`src/rtl/seg7_pkg.sv`:
```
// seg7_pkg: segment patterns shared by the display encoder and capture side, plus capture FSM states
package seg7_pkg;
    localparam logic [6:0] SEG_0     = 7'b1111110;
    localparam logic [6:0] SEG_1     = 7'b0110000;
    localparam logic [6:0] SEG_2     = 7'b1101101;
    localparam logic [6:0] SEG_3     = 7'b1111001;
    localparam logic [6:0] SEG_4     = 7'b0110011;
    localparam logic [6:0] SEG_5     = 7'b1011011;
    localparam logic [6:0] SEG_6     = 7'b1011111;
    localparam logic [6:0] SEG_7     = 7'b1110000;
    localparam logic [6:0] SEG_8     = 7'b1111111;
    localparam logic [6:0] SEG_9     = 7'b1111011;
    localparam logic [6:0] SEG_BLANK = 7'b0000000;

    typedef enum logic [1:0] {S_IDLE, S_SETTLE, S_HOLD} state_t;
endpackage

```
`src/rtl/seg7_decode.sv`:
```
// seg7_decode: active-high {a..g} pattern to BCD digit with legality flag
module seg7_decode
    import seg7_pkg::*;
(
    input  logic [6:0] seg,
    input  logic       allow_blank,
    output logic [3:0] digit,
    output logic       legal
);
    always_comb begin
        digit = 4'd0;
        legal = 1'b1;
        case (seg)
            SEG_0:     digit = 4'd0;
            SEG_1:     digit = 4'd1;
            SEG_2:     digit = 4'd2;
            SEG_3:     digit = 4'd3;
            SEG_4:     digit = 4'd4;
            SEG_5:     digit = 4'd5;
            SEG_6:     digit = 4'd6;
            SEG_7:     digit = 4'd7;
            SEG_8:     digit = 4'd8;
            SEG_9:     digit = 4'd9;
            SEG_BLANK: legal = allow_blank;
            default:   legal = 1'b0;
        endcase
    end
endmodule

```
`src/rtl/seg7_mux_capture.sv`:
```
// seg7_mux_capture: samples a multiplexed two-digit 7-segment bus and rebuilds the signed displayed value
module seg7_mux_capture
    import seg7_pkg::*;
#(
    parameter bit SEG_ACTIVE_LOW = 1'b1,
    parameter bit DIG_ACTIVE_LOW = 1'b1,
    parameter int SETTLE         = 4,
    parameter int TIMEOUT        = 65535
) (
    input  logic       clk_in,
    input  logic       rst_n,
    input  logic       a,
    input  logic       b,
    input  logic       c,
    input  logic       d,
    input  logic       e,
    input  logic       f,
    input  logic       g,
    input  logic       sign0,
    input  logic       dis1,
    input  logic       dis0,
    output logic       valid_out,
    output logic [7:0] value_out,
    output logic [3:0] tens_out,
    output logic [3:0] units_out,
    output logic       neg_out,
    output logic       err_out,
    output logic       stale_out
);
    localparam int TW = $clog2(TIMEOUT + 1);

    logic [6:0]    seg, lat_seg;
    logic          sgn, en1, en0, lat_sgn, lat_t, both_q, seen_t, seen_u, neg_q;
    logic [3:0]    tens_q, units_q, digit;
    logic          legal, both, one, changed, start, capture, frame, neg_nz;
    logic [7:0]    cnt, cnt_n, mag;
    logic [TW-1:0] to_cnt;
    state_t        state, state_n;

    seg7_decode u_dec (
        .seg        (seg),
        .allow_blank(en1),
        .digit      (digit),
        .legal      (legal)
    );

    assign both      = en1 & en0;
    assign one       = en1 ^ en0;
    assign changed   = !one || en1 != lat_t || seg != lat_seg || sgn != lat_sgn;
    assign start     = one && (state == S_IDLE || (state == S_HOLD && en1 != lat_t) ||
                               (state == S_SETTLE && changed));
    assign capture   = (start && SETTLE == 1) ||
                       (state == S_SETTLE && !changed && cnt == 8'(SETTLE - 1));
    assign frame     = seen_t & seen_u;
    assign mag       = 8'(tens_q) * 8'd10 + 8'(units_q);
    assign neg_nz    = neg_q && mag != 8'd0;
    assign stale_out = to_cnt == TW'(TIMEOUT);

    // normalize polarity before registering so reset leaves every line inactive
    always_ff @(posedge clk_in) begin
        if (!rst_n) begin
            seg <= '0;
            sgn <= 1'b0;
            en1 <= 1'b0;
            en0 <= 1'b0;
        end else begin
            seg <= {a, b, c, d, e, f, g} ^ {7{SEG_ACTIVE_LOW}};
            sgn <= sign0 ^ SEG_ACTIVE_LOW;
            en1 <= dis1 ^ DIG_ACTIVE_LOW;
            en0 <= dis0 ^ DIG_ACTIVE_LOW;
        end
    end

    always_comb begin
        state_n = state;
        cnt_n   = cnt;
        if (both) state_n = S_IDLE;
        else if (capture) state_n = S_HOLD;
        else if (start) begin
            state_n = S_SETTLE;
            cnt_n   = 8'd1;
        end
        else if (!one) state_n = S_IDLE;
        else if (state == S_SETTLE) cnt_n = cnt + 8'd1;
    end

    always_ff @(posedge clk_in) begin
        if (!rst_n) begin
            state     <= S_IDLE;
            cnt       <= '0;
            lat_seg   <= '0;
            lat_sgn   <= 1'b0;
            lat_t     <= 1'b0;
            both_q    <= 1'b0;
            seen_t    <= 1'b0;
            seen_u    <= 1'b0;
            tens_q    <= '0;
            units_q   <= '0;
            neg_q     <= 1'b0;
            to_cnt    <= '0;
            valid_out <= 1'b0;
            err_out   <= 1'b0;
            value_out <= '0;
            tens_out  <= '0;
            units_out <= '0;
            neg_out   <= 1'b0;
        end else begin
            state     <= state_n;
            cnt       <= cnt_n;
            both_q    <= both;
            err_out   <= (both && !both_q) || (capture && !legal);
            valid_out <= frame;
            to_cnt    <= frame ? '0 : to_cnt + TW'(!stale_out);
            if (start) begin
                lat_t   <= en1;
                lat_seg <= seg;
                lat_sgn <= sgn;
            end
            if (frame || both || (capture && !legal)) begin
                seen_t <= 1'b0;
                seen_u <= 1'b0;
            end
            // a capture landing on the frame cycle starts the next frame
            if (capture && legal && en1) begin
                seen_t <= 1'b1;
                tens_q <= digit;
                neg_q  <= sgn;
            end else if (capture && legal) begin
                seen_u  <= 1'b1;
                units_q <= digit;
            end
            if (frame) begin
                value_out <= neg_nz ? 8'd0 - mag : mag;
                tens_out  <= tens_q;
                units_out <= units_q;
                neg_out   <= neg_nz;
            end
        end
    end
endmodule

```
`config.mk`:
```
export PLATFORM = sky130hd
export DESIGN_NAME = seg7_mux_capture
export DESIGN_NICKNAME = d
export VERILOG_FILES = /design/src/rtl/seg7_pkg.sv /design/src/rtl/seg7_decode.sv /design/src/rtl/seg7_mux_capture.sv
export SDC_FILE = /design/constraint.sdc
export NUM_CORES = 1
export LEC_CHECK = 0
export CELL_PAD_IN_SITES_DETAIL_PLACEMENT = 0
export CELL_PAD_IN_SITES_GLOBAL_PLACEMENT = 2
export CORE_UTILIZATION = 33
export DETAILED_ROUTE_END_ITERATION = 6
export PLACE_DENSITY = 0.85
export SLEW_MARGIN = 40
export SYNTH_ARGS = -nofsm -noshare
export SYNTH_HDL_FRONTEND = slang
export SYNTH_HIERARCHICAL = 1
export SYNTH_SLANG_ARGS = --single-unit
```
`constraint.sdc`:
```
create_clock -name clk_in -period 2.5 [get_ports clk_in]
set_input_delay 0.5 -clock clk_in [delete_from_list [all_inputs] [get_ports clk_in]]
set_output_delay 0.5 -clock clk_in [all_outputs]
set_load 0.01 [all_outputs]
```
==> run summary <==
status -> complete, but fails checks
failing checks -> setup timing
Seq/Total Area, Yosys -> 39.8%
row cnt -> 38
worst r2r src -> tens_q[1]$_SDFFE_PN0P_
Netlist Area Pre-Place -> 3780 sq um
Initial DRC Count -> 119
P_int -> 2400 uW
Hold Crit Start -> neg_out$_SDFFE_PN0P_
H-tree Lvls -> 3
DP Area -> 4460 sq um
Hold Crit Depth -> 2
Logic pwr share -> 5.6%
Worst Path Arrival -> 2810 ps
Async S/R FF share, synth -> 0%
Cell Pwr Density -> 617 nW/um^2
Max Fanout on Critical Path -> 5
R2R setup slack -> -80 ps
All-Layer GR Usage -> 15.6%
final hold slack -> 447 ps
Root Buffer -> clkbuf_16
n_diodes -> 0
TritonCTS Buffers -> 9
post-synthesis cell type count -> 70
Sequential cell area -> 1510 sq um
initial core utilization -> 34.4%
total wire length -> 8340 um
maximum clock path buffer count -> 2
filler cell count in the final layout -> 1061
slowest stage delay, CP -> 590 ps
final setup margin -> -78.1 ps
area of the multi-input gates -> 2260 sq um
Rel. slew slack -> 61.4%
routed len/inst -> 13.5 um
number of synthesized flops with an enable pin -> 0
Syn Area/Cell -> 9.08 sq um
Die ar. -> 11900 sq um
endpoint class of the critical path -> flop
Final Cell Area -> 4900 sq um
global route overflow -> 0
achievable clock frequency -> 388 MHz
Detailed Place HPWL -> 5890 um
drt first pass iters -> 4
Max Slew Vio Count -> 0
commonest cells after routing, fill and taps aside -> dfxtp_1, nor2_1, nand2_1
DR vias -> 3189
Final min period -> 2580 ps
final setup fails -> 2
syn_nets -> 442
DIE HEIGHT -> 109 um
count of input and output buffers -> 31
Max Cap Violations -> 0
CTS tree -> built
critical path's slowest cell -> fa_2
Hold/Removal Path Class -> flop to flop
initial antenna violation count -> 0
Skew-Pair Late Insertion Delay -> 340 ps
vias per inst -> 5.15
FF-to-FF path depth -> 8
Post-Synthesis Cells -> 416
number of global-route vias before repair -> 3048
clock network fraction of design power -> 53.1%
synthesis-to-finish area growth -> 29.8%
GPL Wtd Cong -> 0.824
worst-path cell chain -> ha_4 > ha_4 > fa_2 > nand2_4 > o311a_1 > or3_4 > a21o_1 > a32o_1
Remaining DRCs -> 0
Synth Flop Type -> dfxtp_1
RSZ-0062 raised after global routing -> yes
final antenna-violating net count -> 0
warnings from Yosys -> 6
pin count of the biggest net entering global routing -> 22
setup TNS -> -97.7 ps
layout cells sized above 1 -> 17.7%
WS Path Type -> flop to flop
crit share post-route -> 103%
final hold vios -> 0
clock slew seen by the registers of the worst setup and hold paths -> 60 ps
IO Count -> 32
global-route wire length before repair -> 14200 um
CP most frequent cell -> ha_4
Synth Register Bits -> 75
core area -> 11000 sq um
Net Sw Power -> 626 uW
Util after Layout -> 44.6%
Tot Pwr -> 3020 uW
critical path buffer and inverter count -> 0
width of the die -> 109 um
Tightest Pin Transition -> 578 ps
Startpoint Class -> flop
Hold Path Sink -> neg_out$_SDFFE_PN0P_
clk_skew -> 6.51 ps
CP required -> 2730 ps
most common cell after layout, fill and taps aside -> dfxtp_1
delay-heaviest family, CP -> adder cells
Leak -> 0.00194 uW
Seq pwr share -> 41.3%
Sink Count -> 75
worst vdd ir -> 0.376 mV
Sw Ratio -> 20.7%
FF-to-FF End -> value_out[7]$_SDFFE_PN0P_
nets -> 500
-- worst min-delay path, stage by stage (launching register included) --
cell and delay [ps]:
dfxtp_1 310, nand2_1 50, nand2_1 40
-- power by group through the flow --
stage | logic [uW] | registers [uW] | clock network, uW
6_report | 169 | 1250 | 1610
4_1_cts | 170 | 1250 | 1650
3_5_place_dp | 170 | 1270 | 0
5_1_grt | 189 | 1250 | 1700
2_1_floorplan | 128 | 1260 | 0
3_3_place_gp | 168 | 1270 | 0
-- sequential cells by signal (all words and copies together) (netlist names), 2 cells and up --
name       flops
lat_seg        7
to_cnt        16
units_q        4
value_out      8
cnt            8
seg            7
tens_q         4
state          2
tens_out       4
units_out      3
-- worst max-delay path by stage --
stage / start / to / slack [ps] / cells after the start
after floorplan: tens_q[1]$_SDFFE_PN0P_ / value_out[7]$_SDFFE_PN0P_ / -40 / 8
after global routing: tens_q[1]$_SDFFE_PN0P_ / value_out[7]$_SDFFE_PN0P_ / -150 / 8
final: tens_q[1]$_SDFFE_PN0P_ / value_out[7]$_SDFFE_PN0P_ / -80 / 8
after CTS: tens_q[1]$_SDFFE_PN0P_ / value_out[7]$_SDFFE_PN0P_ / -70 / 8
after global placement: tens_q[1]$_SDFFE_PN0P_ / value_out[7]$_SDFFE_PN0P_ / -70 / 8
after detailed placement: tens_q[1]$_SDFFE_PN0P_ / value_out[7]$_SDFFE_PN0P_ / -80 / 8
-- area by class of cell --
cell class | instances | area share, %
multi-input cells | 315 | 46.1
flip-flops and latches | 75 | 30.8
repair buffers | 63 | 11.2
clock buffers | 11 | 4.95
well taps | 140 | 3.57
clock inverters | 5 | 2.55
inverters | 10 | 0.766
-- metal layers --
metal,part of all wire [%],track usage (%)
met5,0,0
met4,1.6,6.27
met3,4.5,4.96
met2,46,24.4
met1,48,19.7
-- cell usage after synthesis, types with 3 or more instances --
cell	number	area share [%]
nand4_1	11	1.8
a211oi_1	3	0.60
a21oi_1	11	1.5
a21o_1	3	0.60
xor2_1	13	3.0
ha_1	12	4.0
o21ai_0	12	1.6
and2_1	4	0.66
a22o_1	7	1.6
mux2i_1	18	4.8
nor4_1	4	0.66
nor2_1	47	4.7
or3_1	6	0.99
and3_1	5	0.83
nand3_1	18	2.4
xnor2_1	17	3.9
o2111ai_1	4	0.93
or2_2	3	0.50
o22ai_1	4	0.66
nor3_1	12	1.6
nand3b_1	3	0.60
inv_1	10	0.99
dfxtp_1	75	40
nand2_1	46	4.6
clkbuf_1	9	0.89
-- cells by family after synthesis --
group / share of synthesized area [%]
XOR/XNOR: 8.02
buffers and inverters: 3.21
adder cells (fa/ha/maj): 5.04
multiplexers: 4.77
AND/OR/NAND/NOR: 25.5
flip-flops: 39.8
AO/OA/AOI/OAI: 13.7
-- stage by stage --
step                      worst slack, ps  cells
after floorplan                     -42.1    416
after global placement              -67.1    602
after detailed placement            -83.5    602
after CTS                           -72.4    619
after global routing                 -147    619
final                               -78.1    619
-- what timing repair did --
| item | 4_1_cts | 5_1_grt |
|---|---|---|
| setup endpoints to repair | 7 | 13 |
| gates resized for setup | 3 | 12 |
| hold buffers | 0 | 0 |
| pin swaps | 3 | 1 |
| setup buffers | 1 | 0 |
(Power assumes the default switching activity.)
